## config.mk

```make
export PLATFORM = sky130hd
export DESIGN_NAME = axis_tlast_packetizer
export DESIGN_NICKNAME = d
export VERILOG_FILES = /design/src/rtl/axis_tlast_packetizer.sv
export SDC_FILE = /design/constraint.sdc
export NUM_CORES = 1
export LEC_CHECK = 0
export BUFFER_PORTS_ARGS = -buffer_cell sky130_fd_sc_hd__buf_2
export CORE_UTILIZATION = 55
export CTS_CLUSTER_DIAMETER = 50
export DETAILED_ROUTE_END_ITERATION = 8
export GPL_TIMING_DRIVEN = 1
export PLACE_DENSITY = 0.8
export SYNTH_ARGS = -nofsm -noshare
export SYNTH_HDL_FRONTEND = slang
export SYNTH_SLANG_ARGS = --single-unit
export TNS_END_PERCENT = 1
```

## constraint.sdc

```tcl
create_clock -name aclk -period 3.28 [get_ports aclk]
set_clock_uncertainty 0.1 [all_clocks]
set_input_delay 0.328 -clock aclk [delete_from_list [all_inputs] [get_ports aclk]]
set_output_delay 0.328 -clock aclk [all_outputs]
set_load 0.005 [all_outputs]
```

## src/rtl/axis_tlast_packetizer.sv

```systemverilog
// AXI-Stream packetizer: slices a continuous sample stream into packets of
// programmable length, tagging tuser on the first beat and tlast on the last.
module axis_tlast_packetizer #(
  parameter int unsigned DATA_WIDTH  = 128,
  parameter int unsigned LEN_WIDTH   = 16,
  parameter int unsigned DEFAULT_LEN = 1024,
  parameter int unsigned CNT_WIDTH   = 32
) (
  input  logic                  aclk,
  input  logic                  aresetn,
  input  logic                  cfg_enable,
  input  logic [LEN_WIDTH-1:0]  cfg_pkt_len,
  input  logic [DATA_WIDTH-1:0] s_axis_tdata,
  input  logic                  s_axis_tvalid,
  output logic                  s_axis_tready,
  output logic [DATA_WIDTH-1:0] m_axis_tdata,
  output logic                  m_axis_tvalid,
  input  logic                  m_axis_tready,
  output logic                  m_axis_tlast,
  output logic                  m_axis_tuser,
  output logic                  busy,
  output logic [CNT_WIDTH-1:0]  pkt_count
);

  typedef enum logic {
    ST_IDLE,
    ST_RUN
  } state_t;

  state_t                state_q, state_d;
  logic [LEN_WIDTH-1:0]  len_q, len_d;
  logic [LEN_WIDTH-1:0]  cnt_q, cnt_d;
  logic                  busy_q, busy_d;
  logic                  s_ready_q, s_ready_d;
  logic [CNT_WIDTH-1:0]  pkt_cnt_q, pkt_cnt_d;

  logic                  main_v_q, main_v_d;
  logic [DATA_WIDTH-1:0] main_data_q, main_data_d;
  logic                  main_last_q, main_last_d;
  logic                  main_user_q, main_user_d;
  logic                  skid_v_q, skid_v_d;
  logic [DATA_WIDTH-1:0] skid_data_q, skid_data_d;
  logic                  skid_last_q, skid_last_d;
  logic                  skid_user_q, skid_user_d;

  logic [LEN_WIDTH-1:0]  cfg_len;
  logic                  acc, pop, beat_first, beat_last;

  always_comb begin
    cfg_len    = (cfg_pkt_len == '0) ? LEN_WIDTH'(DEFAULT_LEN) : cfg_pkt_len;
    acc        = s_axis_tvalid & s_ready_q;
    pop        = main_v_q & m_axis_tready;
    beat_first = (cnt_q == '0);
    beat_last  = (cnt_q == len_q - LEN_WIDTH'(1));

    state_d     = state_q;
    len_d       = len_q;
    cnt_d       = cnt_q;
    busy_d      = busy_q;
    pkt_cnt_d   = pkt_cnt_q;
    main_v_d    = main_v_q;
    main_data_d = main_data_q;
    main_last_d = main_last_q;
    main_user_d = main_user_q;
    skid_v_d    = skid_v_q;
    skid_data_d = skid_data_q;
    skid_last_d = skid_last_q;
    skid_user_d = skid_user_q;

    case (state_q)
      ST_IDLE: begin
        if (cfg_enable) begin
          len_d   = cfg_len;
          cnt_d   = '0;
          state_d = ST_RUN;
        end
      end
      ST_RUN: begin
        if (acc) begin
          busy_d = ~beat_last;
          if (beat_last) begin
            cnt_d = '0;
            if (cfg_enable) len_d = cfg_len;
            else            state_d = ST_IDLE;
          end else begin
            cnt_d = cnt_q + LEN_WIDTH'(1);
          end
        end
      end
      default: state_d = ST_IDLE;
    endcase

    // Drain first so an incoming beat lands in main whenever main frees up.
    if (pop) begin
      if (skid_v_q) begin
        main_data_d = skid_data_q;
        main_last_d = skid_last_q;
        main_user_d = skid_user_q;
        skid_v_d    = 1'b0;
      end else begin
        main_v_d = 1'b0;
      end
      if (main_last_q) pkt_cnt_d = pkt_cnt_q + CNT_WIDTH'(1);
    end

    if (acc) begin
      if (!main_v_d) begin
        main_v_d    = 1'b1;
        main_data_d = s_axis_tdata;
        main_last_d = beat_last;
        main_user_d = beat_first;
      end else begin
        skid_v_d    = 1'b1;
        skid_data_d = s_axis_tdata;
        skid_last_d = beat_last;
        skid_user_d = beat_first;
      end
    end

    s_ready_d = ~skid_v_d & (state_d == ST_RUN);
  end

  always_ff @(posedge aclk or negedge aresetn) begin
    if (!aresetn) begin
      state_q     <= ST_IDLE;
      len_q       <= '0;
      cnt_q       <= '0;
      busy_q      <= 1'b0;
      s_ready_q   <= 1'b0;
      pkt_cnt_q   <= '0;
      main_v_q    <= 1'b0;
      main_data_q <= '0;
      main_last_q <= 1'b0;
      main_user_q <= 1'b0;
      skid_v_q    <= 1'b0;
      skid_data_q <= '0;
      skid_last_q <= 1'b0;
      skid_user_q <= 1'b0;
    end else begin
      state_q     <= state_d;
      len_q       <= len_d;
      cnt_q       <= cnt_d;
      busy_q      <= busy_d;
      s_ready_q   <= s_ready_d;
      pkt_cnt_q   <= pkt_cnt_d;
      main_v_q    <= main_v_d;
      main_data_q <= main_data_d;
      main_last_q <= main_last_d;
      main_user_q <= main_user_d;
      skid_v_q    <= skid_v_d;
      skid_data_q <= skid_data_d;
      skid_last_q <= skid_last_d;
      skid_user_q <= skid_user_d;
    end
  end

  assign s_axis_tready = s_ready_q;
  assign m_axis_tvalid = main_v_q;
  assign m_axis_tdata  = main_data_q;
  assign m_axis_tlast  = main_last_q;
  assign m_axis_tuser  = main_user_q;
  assign busy          = busy_q;
  assign pkt_count     = pkt_cnt_q;

endmodule

```

=== Word level (Yosys, flattened, before mapping) ===
Index checks and enable logic that the tools add are counted.

* Bits in registers: 329
* Input port bits: 149
* Output and inout port bits: 165

* Add/subtract/negate cells: 3
* Eq/ne operators: 4
* Muxes and demuxes: 31
* Bitwise gates (word level): 6
* Reductions and logical operators: 7

{| class="wikitable"
|+ Operators with widths
! cell !! number
|-
| $mux W128 || 4
|-
| $mux W16 || 7
|-
| $pmux W16 S2 || 2
|-
| $add A32 B1 Y32 const B || 1
|-
| $logic_not A16 Y1 || 2
|-
| $mux W1 || 17
|-
| $add A16 B1 Y16 const B || 1
|-
| $eq A16 B16 Y1 || 1
|-
| $sub A16 B1 Y16 const B || 1
|-
| $reduce_and A2 Y1 || 5
|-
| $ne A2 B1 Y1 const B || 2
|-
| $and A1 B1 Y1 || 3
|-
| $not A1 Y1 || 3
|-
| $ne A2 B2 Y1 const B || 1
|-
| $pmux W1 S2 || 1
|}

=== Depth between registers and ports, before layout ===
Gate-level depths: netlist (run 1).

* Depth in word-level cells: 6
* Depth in mapped cells: 12

=== Worst setup path after synthesis (run 1) ===
Ideal clock, no wire load.

* Path type: register to register
* From: register len_q[0]
* To: register len_q[11]
* Library setup time: 125 ps
* Arrival: 2672 ps
* Required time: 3055 ps
* Path slack: 383 ps
* Cell stages (with the launch flop): 12
* Buffers on the path: 2
* Path through: dfrtp_1 -> inv_1 -> ha_1 -> buf_2 -> nor3b_1 -> nand4b_1 -> xnor2_1 -> nand3_1 -> or3_1 -> o21ai_4 -> buf_6 -> mux2_2

* Word-level cells in the longest chain between the ends: 4

{| class="wikitable"
|+ RTL lines
! element !! RTL line !! text
|-
| from (decl) || 31 || <nowiki>logic [LEN_WIDTH-1:0] len_q, len_d;</nowiki>
|-
| from (signal assigned) || 141 || <nowiki>len_q <= len_d;</nowiki>
|-
| $sub A16 B1 Y16 || 54 || <nowiki>beat_last = (cnt_q == len_q - LEN_WIDTH'(1));</nowiki>
|-
| $eq A16 B16 Y1 || 54 ||
|-
| $ne A2 B1 Y1 (no line) || - ||
|-
| $reduce_and A2 Y1 (no line) || - ||
|}

No other way between the ends.
A chain may end at the register's enable or synchronous reset.

=== Worst setup path in the final report (run 1) ===
* From: register len_q[2]
* To: register cnt_q[13]

* Word-level cells in the longest chain between the ends: 5

{| class="wikitable"
|+ RTL lines
! element !! RTL line !! text
|-
| $sub A16 B1 Y16 || 54 ||
|-
| $eq A16 B16 Y1 || 54 ||
|-
| $mux W16 || 81 || <nowiki>if (beat_last) begin</nowiki>
|-
| $mux W16 || 79 || <nowiki>if (acc) begin</nowiki>
|-
| $pmux W16 S2 || 70 || <nowiki>case (state_q)</nowiki>
|-
| to (signal assigned) || 142 || <nowiki>cnt_q <= cnt_d;</nowiki>
|-
| to (decl) || 32 || <nowiki>logic [LEN_WIDTH-1:0] cnt_q, cnt_d;</nowiki>
|}

No other way between the ends. The select of a mux whose other input is x is not followed.

==> results of run 1 <==
[state kept, by name, indices dropped and copies added (netlist names), 16 cells and up]
signal	flops
cnt_q	16
len_q	16
m_axis_tdata	128
pkt_count	32
skid_data_q	128
[kinds of logic after synthesis]
group | synth area share [%]
compound gates | 6.11
mux | 20.5
fa+ha+maj | 0.350
flops | 57.5
xor+xnor | 4.04
simple gates | 9.25
buf+inv | 2.17
[worst max-delay path, cell delays in order (launching register included)]
cell	delay, ns
dfrtp_1	0.48
nor4_4	0.58
and4b_1	0.27
o21ai_1	0.10
a21oi_2	0.25
or4b_1	0.63
o21ai_4	0.40
nor2_1	0.11
[per-stage QoR]
stage	hold slack, ns	std cells
floorplan	-0.0676	1196
global placement	0.341	1796
detailed placement	0.344	1796
CTS	0.0147	2008
global route	0.0573	2009
finish	0.0388	2011
[repair_timing]
action	4_1_cts	5_1_grt
hold buffers	144	0
setup endpoints to repair	0	13
setup buffers	0	0
hold endpoints to repair	371	0
resized for setup	0	1
[path summary, 6_finish.rpt]
check,slack [ns],endpoint,startpoint
max,0.23,cnt_q[13]$_DFFE_PN0P_,len_q[2]$_DFFE_PN0P_
min,0.04,len_q[10]$_DFFE_PN0P_,cfg_pkt_len[10]
max reg2reg,0.23,cnt_q[13]$_DFFE_PN0P_,len_q[2]$_DFFE_PN0P_
min reg2reg,0.37,pkt_count[31]$_DFFE_PN0P_,pkt_count[31]$_DFFE_PN0P_
max in group asynchronous,1.79,skid_data_q[51]$_DFFE_PN0P_,aresetn
min in group asynchronous,0.36,len_q[5]$_DFFE_PN0P_,aresetn
[layout make-up]
type / count / area (sq um) / share of cell area (%)
Sequential cell: 329 / 8230 / 43.2
Clock inverter: 15 / 151 / 0.795
Multi-Input combinational cell: 792 / 5800 / 30.4
Timing Repair Buffer: 480 / 3320 / 17.4
Inverter: 9 / 33.8 / 0.177
Clock buffer: 53 / 1100 / 5.77
Antenna cell: 3 / 7.51 / 0.0394
Tap cell: 330 / 413 / 2.17
[cells in the mapped netlist, drive strengths merged, types with 2 or more instances]
master / instances
nor4: 8
mux2: 147
and3: 16
nand3: 23
clkbuf: 48
xor2: 24
nor2: 31
a21oi: 6
mux2i: 128
nand3b: 2
and2: 3
buf: 18
nor3: 12
nand4: 12
nand2b: 4
o211ai: 2
a31oi: 4
xnor2: 42
and4: 3
ha: 4
dfrtp: 329
nand4b: 3
nor2b: 3
inv: 9
o21ai: 140
a311oi: 3
nand2: 161
[layer usage]
metal | GRT usage, % | up-vias
met5 | 0 | -
met4 | 12.9 | 0
met3 | 6.07 | 114
met2 | 48.4 | 394
met1 | 33.5 | 5512
li1 | - | 5097
[power by group through the flow]
stage / Sequential [mW] / Combinational [mW] / Clock [mW]
2_1_floorplan: 6.63 / 2.96 / 0
3_3_place_gp: 6.65 / 4.62 / 0
3_5_place_dp: 6.77 / 4.81 / 0
4_1_cts: 6.72 / 4.99 / 4.26
5_1_grt: 7.00 / 5.56 / 4.45
6_report: 6.82 / 5.09 / 4.22
==> results.toml, run 1 <==
[yosys]
ys_types = 46
synth_edf_count = 0
synth.area.top_cells = "dfrtp_1 58%, mux2_2 11%, mux2i_1 9.0%"
synthArstFlopShare_pct = 100
netlist.area_leader.share_pct = 57.5
syn_nets = 1349
ys_seq_elements = 329
yosysTopAreaCell = "dfrtp_1"
avgSynthCellArea_sq_um = 12.0
syn_inst = 1196
synth_top_flop_cell = "dfrtp_1"
netlist_area_sq_mm = 0.0143
yosys_warnings = 0
yosysSeqAreaShare_pct = 57.5

[cts]
clk_latency_ns = 0.52
numCtsBuffers = 38
clk_pin_slew_ns = 0.06
clockRootBuffer = "clkbuf_16"
cts_max_path_buffers = 3
htreeDepth = 2
cts_tree = "yes"
clock-sinks = 329

[worst_setup_path]
rr_worst_depth = 7
setup.worst_path.start_class = "flop"
worstSetupPathType = "reg -> reg"
cp.arrival_ns = 3.33
end_kind = "flop"
crit_fanout = 13
crit_required_ns = 3.56

[timing]
maxSlewViolCount = 0
finalSetupTns_ns = 0
tightestPinTransition_ns = 0.807
grt_setup_unrepaired = "no"
finalSetupViolations = 0
max_freq_mhz = 327
hold_violations = 0
finalCriticalPeriod_ns = 3.05
finalCritPeriodShare_pct = 93.1
relSlewSlack_pct = 46.2
fin_ws_ns = 0.226

[pwr]
p_leak_nw = 9.51
power_frac_seq_pct = 42.3
p_comb_share_pct = 31.5
power_mw = 16.1
vdd_drop_max_v = 0.000721
switching_share_pct = 32.5
p_clk_share_pct = 26.2
p_sw_mw = 5.24
power.internal_mw = 10.9
p_per_area_mw_per_mm2 = 846

[floorplan]
row_count = 58
fp.dieArea_sq_mm = 0.0267
core-area_sq_mm = 0.0253
die_h_microns = 163
io_pins = 314
start_util_pct = 56.5
die_w_microns = 163

[global_route]
overflow = 0
grt_util_all_layers_pct = 28.1
antenna_found_initial = 1
grt_pass1_vias = 11700
grt_pass1_wl_microns = 59300
grt_max_degree = 108

[route]
via_count = 11100
routed-wl-met2_microns = 19000
drt-wirelength-per-cell_microns = 18.6
wl_met3_microns = 2220
drcViolationCount = 0
routedLengthMet1_microns = 14600
drt_iter0_drc = 834
vias_per_cell = 5.53
dr.pass1.iters = 5
drt-total-wl_microns = 37400
antenna_left = 0
top_layer = "met4"

[finish]
final_nets = 1803
final_area_sq_mm = 0.0191
area_delta_synth_final_pct = 33.2
final_cell_mix = "329 x dfrtp_1, 312 x buf_2, 161 x nand2_1"
final_common_cell = "dfrtp_1"
final_util_pct = 75.2
drive_above_1_share_pct = 32.5
fill_cells = 1540

[run_status]
status = "completed"

[min_path]
whs_path_depth = 3
min_path_type = "in -> reg"

[place]
dp_hpwl_microns = 22100
dp_slack_ns = 0.274
gp_congestion = 0.883
placed_cell_area_sq_mm = 0.0163
port_buffers = 313

[job]
max_cap_viol_count = 0
Note: power is estimated with default switching activity, not from simulation.
==> inputs of run 2 (changes only) <==
--- a/config.mk
+++ b/config.mk
@@ -10,7 +10,7 @@
 export CTS_CLUSTER_DIAMETER = 50
 export DETAILED_ROUTE_END_ITERATION = 8
 export GPL_TIMING_DRIVEN = 1
-export PLACE_DENSITY = 0.8
+export PLACE_DENSITY_LB_ADDON = 0.12
 export SYNTH_ARGS = -nofsm -noshare
 export SYNTH_HDL_FRONTEND = slang
 export SYNTH_SLANG_ARGS = --single-unit
==> run 2 against run 1 <==
Sequential share of layout area rose by 0.27 points. Non-clock buffer count fell by 3. Clock power fell by 6.4%. Sequential power fell by 1%. First-iteration DRC count fell by 21%. Clock-buffer cell count rose by 4. Sequential cell count did not move. Largest cell class unchanged. Critical path type unchanged. Die area did not move.
==> results.toml, run 2 (synthesis results as in run 1) <==
[cts]
numCtsBuffers = 38
clockRootBuffer = "clkbuf_16"
clock-sinks = 329
cts_max_path_buffers = 3
htreeDepth = 2
clk_latency_ns = 0.51
cts_tree = "yes"
cts_resized = 0
clk_pin_slew_ns = 0.05

[worst_setup_path]
crit_required_ns = 3.56
crit_fanout = 16
r2r_slack_ns = 0.22
setup.worst_path.start_class = "flop"
rr_worst_depth = 10
reg2reg_from = "len_q[0]$_DFFE_PN0P_"
end_kind = "flop"
worst_r2r_endpoint = "len_q[13]$_DFFE_PN0P_"
cp.arrival_ns = 3.34
worstSetupPathType = "reg -> reg"

[place]
port_buffers = 313
placed_cell_area_sq_mm = 0.0163
gp_congestion = 0.864
dp_hpwl_microns = 21900

[route]
vias_per_cell = 5.33
drt-total-wl_microns = 34400
antenna_left = 0
drcViolationCount = 0
via_count = 10700
drt-wirelength-per-cell_microns = 17.2
dr.pass1.iters = 4
drt_iter0_drc = 659

[finish]
area_delta_synth_final_pct = 32.3
final_common_cell = "dfrtp_1"
final_area_sq_mm = 0.0189
final_nets = 1800
drive_above_1_share_pct = 32.0
final_cell_mix = "329 x dfrtp_1, 312 x buf_2, 161 x nand2_1"

[global_route]
grt_max_degree = 137
grt_pass1_vias = 11100
grt_pass1_wl_microns = 55700
overflow = 0
antenna_found_initial = 1
grt_util_all_layers_pct = 26.1

[floorplan]
start_util_pct = 56.5
die_h_microns = 163
fp.dieArea_sq_mm = 0.0267
row_count = 58
die_w_microns = 163
core-area_sq_mm = 0.0253
io_pins = 314

[min_path]
min_path_type = "in -> reg"
hp-start = "cfg_pkt_len[10]"
whs_path_depth = 3
min_to = "len_q[10]$_DFFE_PN0P_"

[timing]
finalCritPeriodShare_pct = 93.3
finalSetupTns_ns = 0
tightestPinTransition_ns = 1.14
finalSetupViolations = 0
maxSlewViolCount = 0
finalCriticalPeriod_ns = 3.06
max_freq_mhz = 327
grt_setup_unrepaired = "no"
relSlewSlack_pct = 24.2
hold_violations = 0

[run_status]
status = "completed"

[pwr]
p_leak_nw = 9.45
vdd_drop_max_v = 0.000558
p_per_area_mw_per_mm2 = 824

[job]
max_cap_viol_count = 0
## run 2: what timing repair did
item,in CTS,in global routing
endpoints found under the hold margin,336,0
setup buffers,0,0
hold buffers,144,0
## run 2: metal layers
metal  global-route usage [%]  routed length [microns]
met4                     9.81                     1120
met3                     6.40                     2200
met2                     44.5                    17100
met5                        0                        0
met1                     32.1                    14000
## run 2: where the power goes
| part | internal, mW | switching [mW] | leakage, nW |
|---|---|---|---|
| logic | 2.55 | 2.36 | 4.81 |
| clock network | 2.36 | 1.59 | 0.574 |
| registers | 5.77 | 0.974 | 4.06 |
| total | 10.7 | 4.92 | 9.45 |
## run 2: layout make-up
| type | instances | area, sq um |
|---|---|---|
| inverter | 9 | 33.8 |
| clock inverter | 8 | 48.8 |
| timing repair buffer | 477 | 3280 |
| clock buffer | 57 | 1120 |
| sequential | 329 | 8230 |
| antenna | 2 | 5.00 |
| fill | 1660 | 6390 |
| tap | 330 | 413 |
| multi-input combinational | 792 | 5800 |
## run 2: worst max-delay path, stage by stage (launching register included)
cell and delay [ns]:
dfrtp_1 0.44, inv_1 0.08, ha_1 0.18, nor3b_1 0.42, nand4_1 0.19, xnor2_1 0.22
o211ai_1 0.17, or3_1 0.43, o21ai_4 0.18, buf_12 0.17, mux2_1 0.35
## run 2: per-stage QoR
stage	hold slack, ns	power, mW	std cells	util (%)	setup slack [ns]
after CTS	0.00317	15.7	2002	74.7	0.229
after global placement	0.240	11.3	1793	64.4	0.408
final	0.0227	15.6	2004	74.8	0.219
after detailed placement	0.239	11.5	1793	64.4	0.277
after floorplan	-0.0676	9.59	1196	-	0.383
after global routing	0.0320	16.6	2003	74.7	0.0551
## run 2: worst max path at each step
stage               slack (ns)                    end            startpoint
floorplan                 0.38  len_q[11]$_DFFE_PN0P_  len_q[0]$_DFFE_PN0P_
global placement          0.41  len_q[15]$_DFFE_PN0P_  len_q[0]$_DFFE_PN0P_
detailed placement        0.28  len_q[13]$_DFFE_PN0P_  len_q[0]$_DFFE_PN0P_
CTS                       0.23  len_q[13]$_DFFE_PN0P_  len_q[0]$_DFFE_PN0P_
global route              0.06  len_q[13]$_DFFE_PN0P_  len_q[0]$_DFFE_PN0P_
finish                    0.22  len_q[13]$_DFFE_PN0P_  len_q[0]$_DFFE_PN0P_
